`src/rtl/xnor_maj_layer_seq_if.sv`:
```
// Handshake and weight-ROM bundle for the XNOR-majority layer sequencer.
// The master side is the sequencer. The slave side is its environment: producer, ROM and consumer.
interface xnor_maj_layer_seq_if #(
  parameter int M  = 9,
  parameter int N  = 16,
  parameter int AW = (N > 1) ? $clog2(N) : 1
);
  logic          in_valid;
  logic          in_ready;
  logic [M-1:0]  in_act;
  logic          w_ren;
  logic [AW-1:0] w_addr;
  logic [M-1:0]  w_rdata;
  logic          out_valid;
  logic          out_ready;
  logic [N-1:0]  out_bits;
  logic          busy;

  modport master (
    input  in_valid, in_act, w_rdata, out_ready,
    output in_ready, w_ren, w_addr, out_valid, out_bits, busy
  );

  modport slave (
    output in_valid, in_act, w_rdata, out_ready,
    input  in_ready, w_ren, w_addr, out_valid, out_bits, busy
  );
endinterface

```
`src/rtl/xnor_maj_layer_seq.sv`:
```
// Binarised neuron layer: streams N weight rows through one registered XNOR-majority core
// and packs the N majority bits into a single output word.
module xnor_maj_core #(
  parameter int M = 9
) (
  input  logic         clk,
  input  logic         rst_n,
  input  logic [M-1:0] a,
  input  logic [M-1:0] w,
  output logic         m
);
  logic [M-1:0] a_q, a_d, w_q, w_d;
  logic         m_q, m_d;

  function automatic logic maj(input logic [M-1:0] x);
    int cnt;
    cnt = 0;
    for (int i = 0; i < M; i++) begin
      if (x[i]) cnt++;
    end
    return cnt > M / 2;
  endfunction

  always_comb begin
    a_d = a;
    w_d = w;
    m_d = maj(~(a_q ^ w_q));
  end

  always_ff @(posedge clk or negedge rst_n) begin
    if (!rst_n) begin
      a_q <= '0;
      w_q <= '0;
      m_q <= 1'b0;
    end else begin
      a_q <= a_d;
      w_q <= w_d;
      m_q <= m_d;
    end
  end

  assign m = m_q;
endmodule

module xnor_maj_layer_seq #(
  parameter int M  = 9,
  parameter int N  = 16,
  parameter int AW = (N > 1) ? $clog2(N) : 1
) (
  input logic                clk,
  input logic                rst_n,
  xnor_maj_layer_seq_if.master bus
);
  localparam int             CW    = $clog2(N + 1);
  localparam logic [CW-1:0]  N_C   = CW'(N);
  localparam logic [CW-1:0]  ONE_C = CW'(1);
  localparam logic [1:0]     S_IDLE = 2'd0;
  localparam logic [1:0]     S_RUN  = 2'd1;
  localparam logic [1:0]     S_DONE = 2'd2;

  logic [1:0]    state_q, state_d;
  logic          in_ready_q, in_ready_d;
  logic [M-1:0]  act_q, act_d;
  logic          w_ren_q, w_ren_d;
  logic [AW-1:0] w_addr_q, w_addr_d;
  logic [CW-1:0] issue_cnt_q, issue_cnt_d;
  logic [CW-1:0] got_cnt_q, got_cnt_d;
  logic          vld_p0_q, vld_p0_d, vld_p1_q, vld_p1_d, vld_p2_q, vld_p2_d;
  logic [AW-1:0] idx_p0_q, idx_p0_d, idx_p1_q, idx_p1_d, idx_p2_q, idx_p2_d;
  logic [N-1:0]  out_bits_q, out_bits_d;
  logic          core_m;

  xnor_maj_core #(.M(M)) u_core (
    .clk   (clk),
    .rst_n (rst_n),
    .a     (act_q),
    .w     (bus.w_rdata),
    .m     (core_m)
  );

  always_comb begin
    state_d     = state_q;
    act_d       = act_q;
    w_ren_d     = 1'b0;
    w_addr_d    = w_addr_q;
    issue_cnt_d = issue_cnt_q;
    got_cnt_d   = got_cnt_q;
    out_bits_d  = out_bits_q;
    // p0: ROM is returning the row; p1: core holds a/w; p2: core holds m
    vld_p0_d    = w_ren_q;
    idx_p0_d    = w_addr_q;
    vld_p1_d    = vld_p0_q;
    idx_p1_d    = idx_p0_q;
    vld_p2_d    = vld_p1_q;
    idx_p2_d    = idx_p1_q;

    case (state_q)
      S_IDLE: begin
        if (bus.in_valid && in_ready_q) begin
          act_d       = bus.in_act;
          out_bits_d  = '0;
          got_cnt_d   = '0;
          w_ren_d     = 1'b1;
          w_addr_d    = '0;
          issue_cnt_d = ONE_C;
          state_d     = S_RUN;
        end
      end
      S_RUN: begin
        if (issue_cnt_q < N_C) begin
          w_ren_d     = 1'b1;
          w_addr_d    = issue_cnt_q[AW-1:0];
          issue_cnt_d = issue_cnt_q + ONE_C;
        end
        if (vld_p2_q) begin
          out_bits_d[idx_p2_q] = core_m;
          got_cnt_d            = got_cnt_q + ONE_C;
          if (got_cnt_q == N_C - ONE_C) state_d = S_DONE;
        end
      end
      S_DONE: begin
        if (bus.out_ready) state_d = S_IDLE;
      end
      default: state_d = S_IDLE;
    endcase

    // Registered so it stays low through reset and rises the cycle after release.
    in_ready_d = (state_d == S_IDLE);
  end

  always_ff @(posedge clk or negedge rst_n) begin
    if (!rst_n) begin
      state_q     <= S_IDLE;
      in_ready_q  <= 1'b0;
      act_q       <= '0;
      w_ren_q     <= 1'b0;
      w_addr_q    <= '0;
      issue_cnt_q <= '0;
      got_cnt_q   <= '0;
      vld_p0_q    <= 1'b0;
      vld_p1_q    <= 1'b0;
      vld_p2_q    <= 1'b0;
      idx_p0_q    <= '0;
      idx_p1_q    <= '0;
      idx_p2_q    <= '0;
      out_bits_q  <= '0;
    end else begin
      state_q     <= state_d;
      in_ready_q  <= in_ready_d;
      act_q       <= act_d;
      w_ren_q     <= w_ren_d;
      w_addr_q    <= w_addr_d;
      issue_cnt_q <= issue_cnt_d;
      got_cnt_q   <= got_cnt_d;
      vld_p0_q    <= vld_p0_d;
      vld_p1_q    <= vld_p1_d;
      vld_p2_q    <= vld_p2_d;
      idx_p0_q    <= idx_p0_d;
      idx_p1_q    <= idx_p1_d;
      idx_p2_q    <= idx_p2_d;
      out_bits_q  <= out_bits_d;
    end
  end

  assign bus.in_ready  = in_ready_q;
  assign bus.w_ren     = w_ren_q;
  assign bus.w_addr    = w_addr_q;
  assign bus.out_valid = (state_q == S_DONE);
  assign bus.out_bits  = out_bits_q;
  assign bus.busy      = (state_q != S_IDLE);
endmodule
```
`src/flat_wrapper.sv`:
```
// flat-port wrapper written by rule: the top's interface ports become plain ports
module xnor_maj_layer_seq_flat 
#(
  parameter int M  = 9,
  parameter int N  = 16,
  parameter int AW = (N > 1) ? $clog2(N) : 1
)
  (clk, rst_n, bus_in_valid, bus_in_act, bus_w_rdata, bus_out_ready, bus_in_ready, bus_w_ren, bus_w_addr, bus_out_valid, bus_out_bits, bus_busy);
  xnor_maj_layer_seq_if #(.M(M), .N(N), .AW(AW)) bus_i ();
  input logic clk;
  input logic rst_n;
  input wire logic [$bits(bus_i.in_valid)-1:0] bus_in_valid;
  input wire logic [$bits(bus_i.in_act)-1:0] bus_in_act;
  input wire logic [$bits(bus_i.w_rdata)-1:0] bus_w_rdata;
  input wire logic [$bits(bus_i.out_ready)-1:0] bus_out_ready;
  output wire logic [$bits(bus_i.in_ready)-1:0] bus_in_ready;
  output wire logic [$bits(bus_i.w_ren)-1:0] bus_w_ren;
  output wire logic [$bits(bus_i.w_addr)-1:0] bus_w_addr;
  output wire logic [$bits(bus_i.out_valid)-1:0] bus_out_valid;
  output wire logic [$bits(bus_i.out_bits)-1:0] bus_out_bits;
  output wire logic [$bits(bus_i.busy)-1:0] bus_busy;
  assign bus_i.in_valid = bus_in_valid;
  assign bus_i.in_act = bus_in_act;
  assign bus_i.w_rdata = bus_w_rdata;
  assign bus_i.out_ready = bus_out_ready;
  assign bus_in_ready = bus_i.in_ready;
  assign bus_w_ren = bus_i.w_ren;
  assign bus_w_addr = bus_i.w_addr;
  assign bus_out_valid = bus_i.out_valid;
  assign bus_out_bits = bus_i.out_bits;
  assign bus_busy = bus_i.busy;
  xnor_maj_layer_seq #(.M(M), .N(N), .AW(AW)) u_core (.clk(clk), .rst_n(rst_n), .bus(bus_i));
endmodule
```
`config.mk`:
```
export PLATFORM = sky130hd
export DESIGN_NAME = xnor_maj_layer_seq_flat
export DESIGN_NICKNAME = d
export VERILOG_FILES = /design/src/rtl/xnor_maj_layer_seq_if.sv /design/src/rtl/xnor_maj_layer_seq.sv /design/src/flat_wrapper.sv
export SDC_FILE = /design/constraint.sdc
export NUM_CORES = 1
export LEC_CHECK = 0
export ABC_CLOCK_PERIOD_IN_PS = 4500
export BUFFER_PORTS_ARGS = -buffer_cell sky130_fd_sc_hd__buf_2
export CAP_MARGIN = 20
export CORE_ASPECT_RATIO = 1.5
export CORE_MARGIN = 5
export CORE_UTILIZATION = 31
export CTS_BUF_LIST = sky130_fd_sc_hd__clkbuf_16
export DETAILED_ROUTE_END_ITERATION = 16
export PLACE_DENSITY_LB_ADDON = 0.1
export SKIP_CTS_REPAIR_TIMING = 1
export SLEW_MARGIN = 15
export SYNTH_ARGS = -nofsm -noshare
export SYNTH_HDL_FRONTEND = slang
export SYNTH_SLANG_ARGS = --single-unit
```
`constraint.sdc`:
```
create_clock -name clk -period 4.5 [get_ports clk]
set_input_delay 0.9 -clock clk [delete_from_list [all_inputs] [get_ports clk]]
set_output_delay 0.9 -clock clk [all_outputs]
set_load 0.01 [all_outputs]
```
Word level (Yosys, flattened, before mapping)
Index checks and enable logic that the tools add are counted.
{ "classes": {"addsub": 10, "mux": 32, "n_bitwise": 2, "eq_ne": 6, "n_reduce_logical": 9, "magnitude_cmp": 4} }
{ "op_table": {"columns": ["operator", "count"], "rows": [
  ["$add 32x2->32 const B", 8],
  ["$mux 32", 8],
  ["$gt 32x4->1 const B", 1],
  ["$mux 16", 2],
  ["$pmux 16 s2", 1],
  ["$mux 5", 4],
  ["$pmux 5 s2", 2],
  ["$bwmux 16", 1],
  ["$add 5x1->5 const B", 2],
  ["$not 9->9", 1],
  ["$xor 9x9->9", 1],
  ["$mux 2", 4],
  ["$mux 4", 2],
  ["$pmux 4 s2", 1],
  ["$pmux 2 s3", 1],
  ["$reduce_and 3->1", 2],
  ["$eq 5x4->1 const B", 1],
  ["$lt 4x5->1 const B", 1],
  ["$lt 5x5->1 const B", 1],
  ["$demux 1 s4", 1],
  ["$ge 4x1->1 const B", 1],
  ["$logic_not 2->1", 2],
  ["$mux 1", 4],
  ["$ne 2x1->1 const B", 2],
  ["7 further kinds", 9]
]} }
{ "totals": {"word_cells": 80, "output_inout_bits": 24, "input_bits": 22, "regBits": 77} }

Logic depth before layout (Yosys ltp)
{ "logic_depth": {"word_depth": 20, "depth_mapped": 26, "ltp_nobuf": 26} }

Modules after synthesis
A second synthesis with hierarchy kept.
{ "hier_totals": {"hier_cells": 338, "area_unflattened_um2": 3799.9} }
{ "by_module_without_submodules": {"columns": ["module", "n_inst", "area_each_um2", "cells_each"], "rows": [
  ["xnor_maj_layer_seq", 1, 2493.6, 214],
  ["xnor_maj_core", 1, 1306.3, 124]
]} }

Worst setup path after synthesis
Ideal clock, no wire load.
{ "synth_timing": {"path_type": "flip-flop to flip-flop", "start": "reg u_core.u_core.w_q[0]", "end": "reg u_core.u_core.m_q, in the netlist u_core.u_core.m", "path_slack_ps": -326, "path_stages_with_launch": 21, "arrival_ps": 4694, "required_ps": 4368, "setup_ps": 132, "cell_sequence": "dfrtp_1 -> xnor2_1 -> ha_1 -> xor3_4 -> xnor2_1 -> ha_1 -> nand2_1 -> o21a_1 -> nand2_1 -> ha_1 -> mux2_2 -> ha_1 -> nand2_1 -> a21bo_2 -> ha_1 -> nor2_1 -> nor2_1 -> ha_1 -> or4_1 -> a21oi_1 -> o211ai_1"} }
{ "synth_between": {"elab_chain_len": 20} }
{ "synth_lines": {"columns": ["element", "line_no", "rtl"], "rows": [
  ["from (decl)", "xnor_maj_layer_seq.sv:12", "logic [M-1:0] a_q, a_d, w_q, w_d;"],
  ["from (signal assigned)", "xnor_maj_layer_seq.sv:37", "w_q <= w_d;"],
  ["$xor 9x9->9 (*)", "xnor_maj_layer_seq.sv:27", "m_d = maj(~(a_q ^ w_q));"],
  ["$not 9->9 (*)", "xnor_maj_layer_seq.sv:27", null],
  ["$mux 1 (*)", "xnor_maj_layer_seq.sv:19", "if (x[i]) cnt++;"],
  ["$add 32x2->32", "xnor_maj_layer_seq.sv:19", null],
  ["$mux 32 (*)", "xnor_maj_layer_seq.sv:19", null],
  ["$add 32x2->32", "xnor_maj_layer_seq.sv:19", null],
  ["$mux 32 (*)", "xnor_maj_layer_seq.sv:19", null],
  ["$add 32x2->32", "xnor_maj_layer_seq.sv:19", null],
  ["[... 5 more ...]", null, null],
  ["$add 32x2->32", "xnor_maj_layer_seq.sv:19", null],
  ["$mux 32 (*)", "xnor_maj_layer_seq.sv:19", null],
  ["$add 32x2->32", "xnor_maj_layer_seq.sv:19", null],
  ["$mux 32 (*)", "xnor_maj_layer_seq.sv:19", null],
  ["$add 32x2->32", "xnor_maj_layer_seq.sv:19", null],
  ["$mux 32 (*)", "xnor_maj_layer_seq.sv:19", null],
  ["$gt 32x4->1 (*)", "xnor_maj_layer_seq.sv:21", "return cnt > M / 2;"],
  ["via u_core.u_core.m_d", "xnor_maj_layer_seq.sv:13", "logic m_q, m_d;"],
  ["to (signal assigned)", "xnor_maj_layer_seq.sv:38", "m_q <= m_d;"],
  ["to (decl)", "xnor_maj_layer_seq.sv:13", null]
]} }
Mark *: on every way through the listed nets, which the timed path passes. The rest lies on a longest branch.
A chain may end at the register's enable or synchronous reset.

Final worst setup path
{ "layout_timing": {"start": "reg u_core.u_core.a_q[0]", "end": "reg u_core.u_core.m_q, in the netlist u_core.u_core.m"} }
{ "layout_between": {"elab_chain_len": 20} }
{ "layout_lines": {"columns": ["element", "line_no", "rtl"], "rows": [
  ["from (decl)", "xnor_maj_layer_seq.sv:12", null],
  ["from (signal assigned)", "xnor_maj_layer_seq.sv:32", "a_q <= '0;"],
  ["from (signal assigned)", "xnor_maj_layer_seq.sv:36", "a_q <= a_d;"],
  ["$xor 9x9->9 (*)", "xnor_maj_layer_seq.sv:27", null],
  ["$not 9->9 (*)", "xnor_maj_layer_seq.sv:27", null],
  ["$mux 1 (*)", "xnor_maj_layer_seq.sv:19", null],
  ["$add 32x2->32", "xnor_maj_layer_seq.sv:19", null],
  ["$mux 32 (*)", "xnor_maj_layer_seq.sv:19", null],
  ["$add 32x2->32", "xnor_maj_layer_seq.sv:19", null],
  ["$mux 32 (*)", "xnor_maj_layer_seq.sv:19", null],
  ["$add 32x2->32", "xnor_maj_layer_seq.sv:19", null],
  ["[... 5 more ...]", null, null],
  ["$add 32x2->32", "xnor_maj_layer_seq.sv:19", null],
  ["$mux 32 (*)", "xnor_maj_layer_seq.sv:19", null],
  ["$add 32x2->32", "xnor_maj_layer_seq.sv:19", null],
  ["$mux 32 (*)", "xnor_maj_layer_seq.sv:19", null],
  ["$add 32x2->32", "xnor_maj_layer_seq.sv:19", null],
  ["$mux 32 (*)", "xnor_maj_layer_seq.sv:19", null],
  ["$gt 32x4->1 (*)", "xnor_maj_layer_seq.sv:21", null],
  ["via u_core.u_core.m_d", "xnor_maj_layer_seq.sv:13", null]
]} }
Marks and branches as above.

==> results.yml <==
final_layout:
  drive_gt1_share_pct: 28.02
  diodes: 0
  finalNetCount: 418
  syn_to_final_growth_pct: 28.22
clocking:
  htreeDepth: 3
  cts_sinks: 77
  clockBufferDepth: 2
  cts_buffers: 9
  cts_root_buf: "clkbuf_16"
  clk_latency_ns: 0.33
  clkTransAtPathRegs_ns: 0.06
  cts_tree: "done"
synthesis:
  synth_top_area_share_pct: 55.30
  ys.flop_type: "dfrtp_1"
  yosys.area.top_type: "dfrtp_1"
  ys_ff_latch: 77
  ys_types: 46
  async_flop_share_pct: 100.0
  synth_area_leaders: "dfrtp_1 (55%), nand2_1 (6.8%), xnor2_1 (4.5%)"
  avgSynthCellArea_um2: 10.92
  synth_warnings: 0
  synth_cells: 319
  synth_edf_count: 0
  yosysSeqAreaShare_pct: 55.30
  synth_area_um2: 3485
  syn_nets: 351
setup_path:
  max_stage_delay_ns: 0.52
  r2r_setup_slack_ns: -0.03
  cp_cell_sequence: "xnor2_2 -> or3_4 -> o21ai_2 -> inv_2 -> ha_4 -> nand2_2 -> o21ai_1 -> ha_1 -> nand2_1 -> o21a_1 -> nand2_2 -> ha_4 -> mux2_4 -> ha_4 -> nand2_2 -> a21bo_4 -> ha_4 -> nor2_2 -> nor2_1 -> ha_2 -> or4_1 -> a21oi_1 -> o211ai_1"
  path_max_fanout: 3
  critPathKind: "register to register"
  critPathMostFrequentCell: "ha_4"
  path_delay_family: "adder cells"
  rr_endpoint: "u_core.u_core.m"
  reg2reg_depth: 23
  endpoint_kind: "register"
  critPathSlowestCell: "or4_1"
  worstReg2RegStart: "u_core.u_core.a_q[0]"
  crit_buf_inv: 1
  worstSetupStartpointType: "register"
  cp.required_ns: 4.70
  worstPathArrival_ns: 4.74
timing:
  min_period_ns: 4.532
  setup_tns_ns: -0.03181
  post-route-period-util_pct: 100.7
  relSlewSlack_pct: 54.11
  max_freq_ghz: 0.2207
  rsz0062_at_grt: "true"
  setup_violations: 1
  finalHoldViolations: 0
  clock_skew_ns: 0.006764
  fin_ws_ns: -0.03181
  drv_slew: 0
  worstMarginPinSlew_ns: 0.6883
grt:
  grt_pass1_wl_mm: 12.51
  grt_pass1_vias: 2512
  grt-ovfl-total: 0
  antenna_found_initial: 0
  grt_max_degree: 78
  grt_usage_pct: 12.15
hold_path:
  hold_path_depth: 0
  hold_class: "register to register"
  holdPathEnd: "u_core.vld_p1_q"
  worstHoldStart: "u_core.vld_p0_q"
route:
  vias_per_cell: 4.757
  drc: 0
  wl_per_cell_um: 14.74
  vias: 2550
  drt-initial-drc-count: 70
  drt.antenna.violating_nets: 0
  drt_wl_total_mm: 7.900
  first_pass_iters: 6
die:
  die_h_um: 139.9
  core_area_um2: 11060
  ioPinCount: 46
  initial_core_util_pct: 31.52
  fp-row-count: 47
  die-area_um2: 13500
  die_w_um: 96.57
placed_design:
  port_buffers: 45
  dpl.hpwl_mm: 5.537
  place_congestion: 0.7881
run_status:
  status: "complete, but fails checks"
  violations: "setup timing"
run:
  cap_violations: 0
[kinds of logic after synthesis]
family / Yosys count / synth area share (%)
and+or+nand+nor: 121 / 15.51
AOI/OAI and AO/OA: 58 / 12.64
buffers and inverters: 18 / 1.939
DFF: 77 / 55.30
adders and majority gates: 10 / 3.591
muxes: 1 / 0.3231
xor gates and xnor gates: 34 / 10.70
[worst max path at each step]
stage	startpoint	end	slack [ns]	depth (start not counted)
after floorplan	u_core.u_core.a_q[2]	u_core.u_core.m	0.03	23
after global placement	u_core.u_core.a_q[2]	u_core.u_core.m	-0.04	26
after detailed placement	u_core.u_core.a_q[2]	u_core.u_core.m	-0.1	26
after CTS	u_core.u_core.a_q[2]	u_core.u_core.m	-0.12	26
after global routing	u_core.u_core.a_q[0]	u_core.u_core.m	-0.32	26
final	u_core.u_core.a_q[0]	u_core.u_core.m	-0.03	23
[cells in the final DEF, fill, tap and decap left out, types with 4 or more instances in the layout]
master	Yosys	routed
xor2_1	11	10
clkbuf_16	0	9
dfrtp_1	77	77
nand2_1	63	59
o211ai_1	10	10
o21ai_0	9	7
xnor2_1	18	13
ha_4	0	5
ha_1	10	4
o31ai_1	10	10
inv_1	8	7
xnor2_2	1	5
nor2_1	19	18
nand3_1	14	14
buf_4	0	21
nand2_2	0	4
buf_2	0	44
o41ai_1	5	5
o311ai_0	4	4
[flip-flops by register name (all words and copies together) (netlist names)]
name	count
u_core.got_cnt_q	5
u_core.issue_cnt_q	5
u_core.idx_p1_q	4
u_core.u_core.w_q	9
u_core.bus.w_ren	1
u_core.vld_p0_q	1
u_core.bus.in_ready	1
u_core.state_q	2
u_core.vld_p1_q	1
u_core.act_q	9
u_core.idx_p2_q	4
u_core.vld_p2_q	1
u_core.bus.out_bits	16
u_core.bus.w_addr	4
u_core.u_core.m	1
u_core.idx_p0_q	4
u_core.u_core.a_q	9
[synth_stat cells (5+ instances only)]
| cell | instances |
|---|---|
| clkbuf_1 | 10 |
| dfrtp_1 | 77 |
| ha_1 | 10 |
| inv_1 | 8 |
| nand2_1 | 63 |
| nand3_1 | 14 |
| nor2_1 | 19 |
| o211ai_1 | 10 |
| o21ai_0 | 9 |
| o31ai_1 | 10 |
| o41ai_1 | 5 |
| xnor2_1 | 18 |
| xor2_1 | 11 |
[metal layers]
metal / routed length, um / vias to the layer above / GRT usage, %
met1: 3270 / 1257 / 14.14
met2: 4210 / 31 / 20.60
li1: - / 1254 / -
met5: 0 / - / 0
met3: 304 / 8 / 3.456
met4: 114 / 0 / 4.878
[cell type report]
cell class / count / area, um2
fillers: 1128 / 6588
clock buffers: 9 / 225.2
multi-input cells: 224 / 1643
inverters: 8 / 30.03
repair buffers: 66 / 405.4
clock inverters: 5 / 53.80
flip-flops and latches: 77 / 1927
well taps: 147 / 183.9
[through the flow]
| step | cells | hold slack, ns | area [um2] | setup slack [ns] | utilization [%] |
|---|---|---|---|---|---|
| final | 536 | 0.3459 | 4468 | -0.03181 | 40.41 |
| after global routing | 536 | 0.3529 | 4468 | -0.3179 | 40.41 |
| after CTS | 534 | 0.3472 | 4348 | -0.1154 | 39.33 |
| after detailed placement | 520 | 0.3347 | 4069 | -0.09855 | 36.80 |
| after global placement | 520 | 0.3313 | 4069 | -0.04413 | 36.80 |
| after floorplan | 319 | 0.3312 | 3552 | 0.03018 | - |
Power is not shown: default switching activity piles up to over one toggle a cycle in this logic, so the estimate is an artifact.
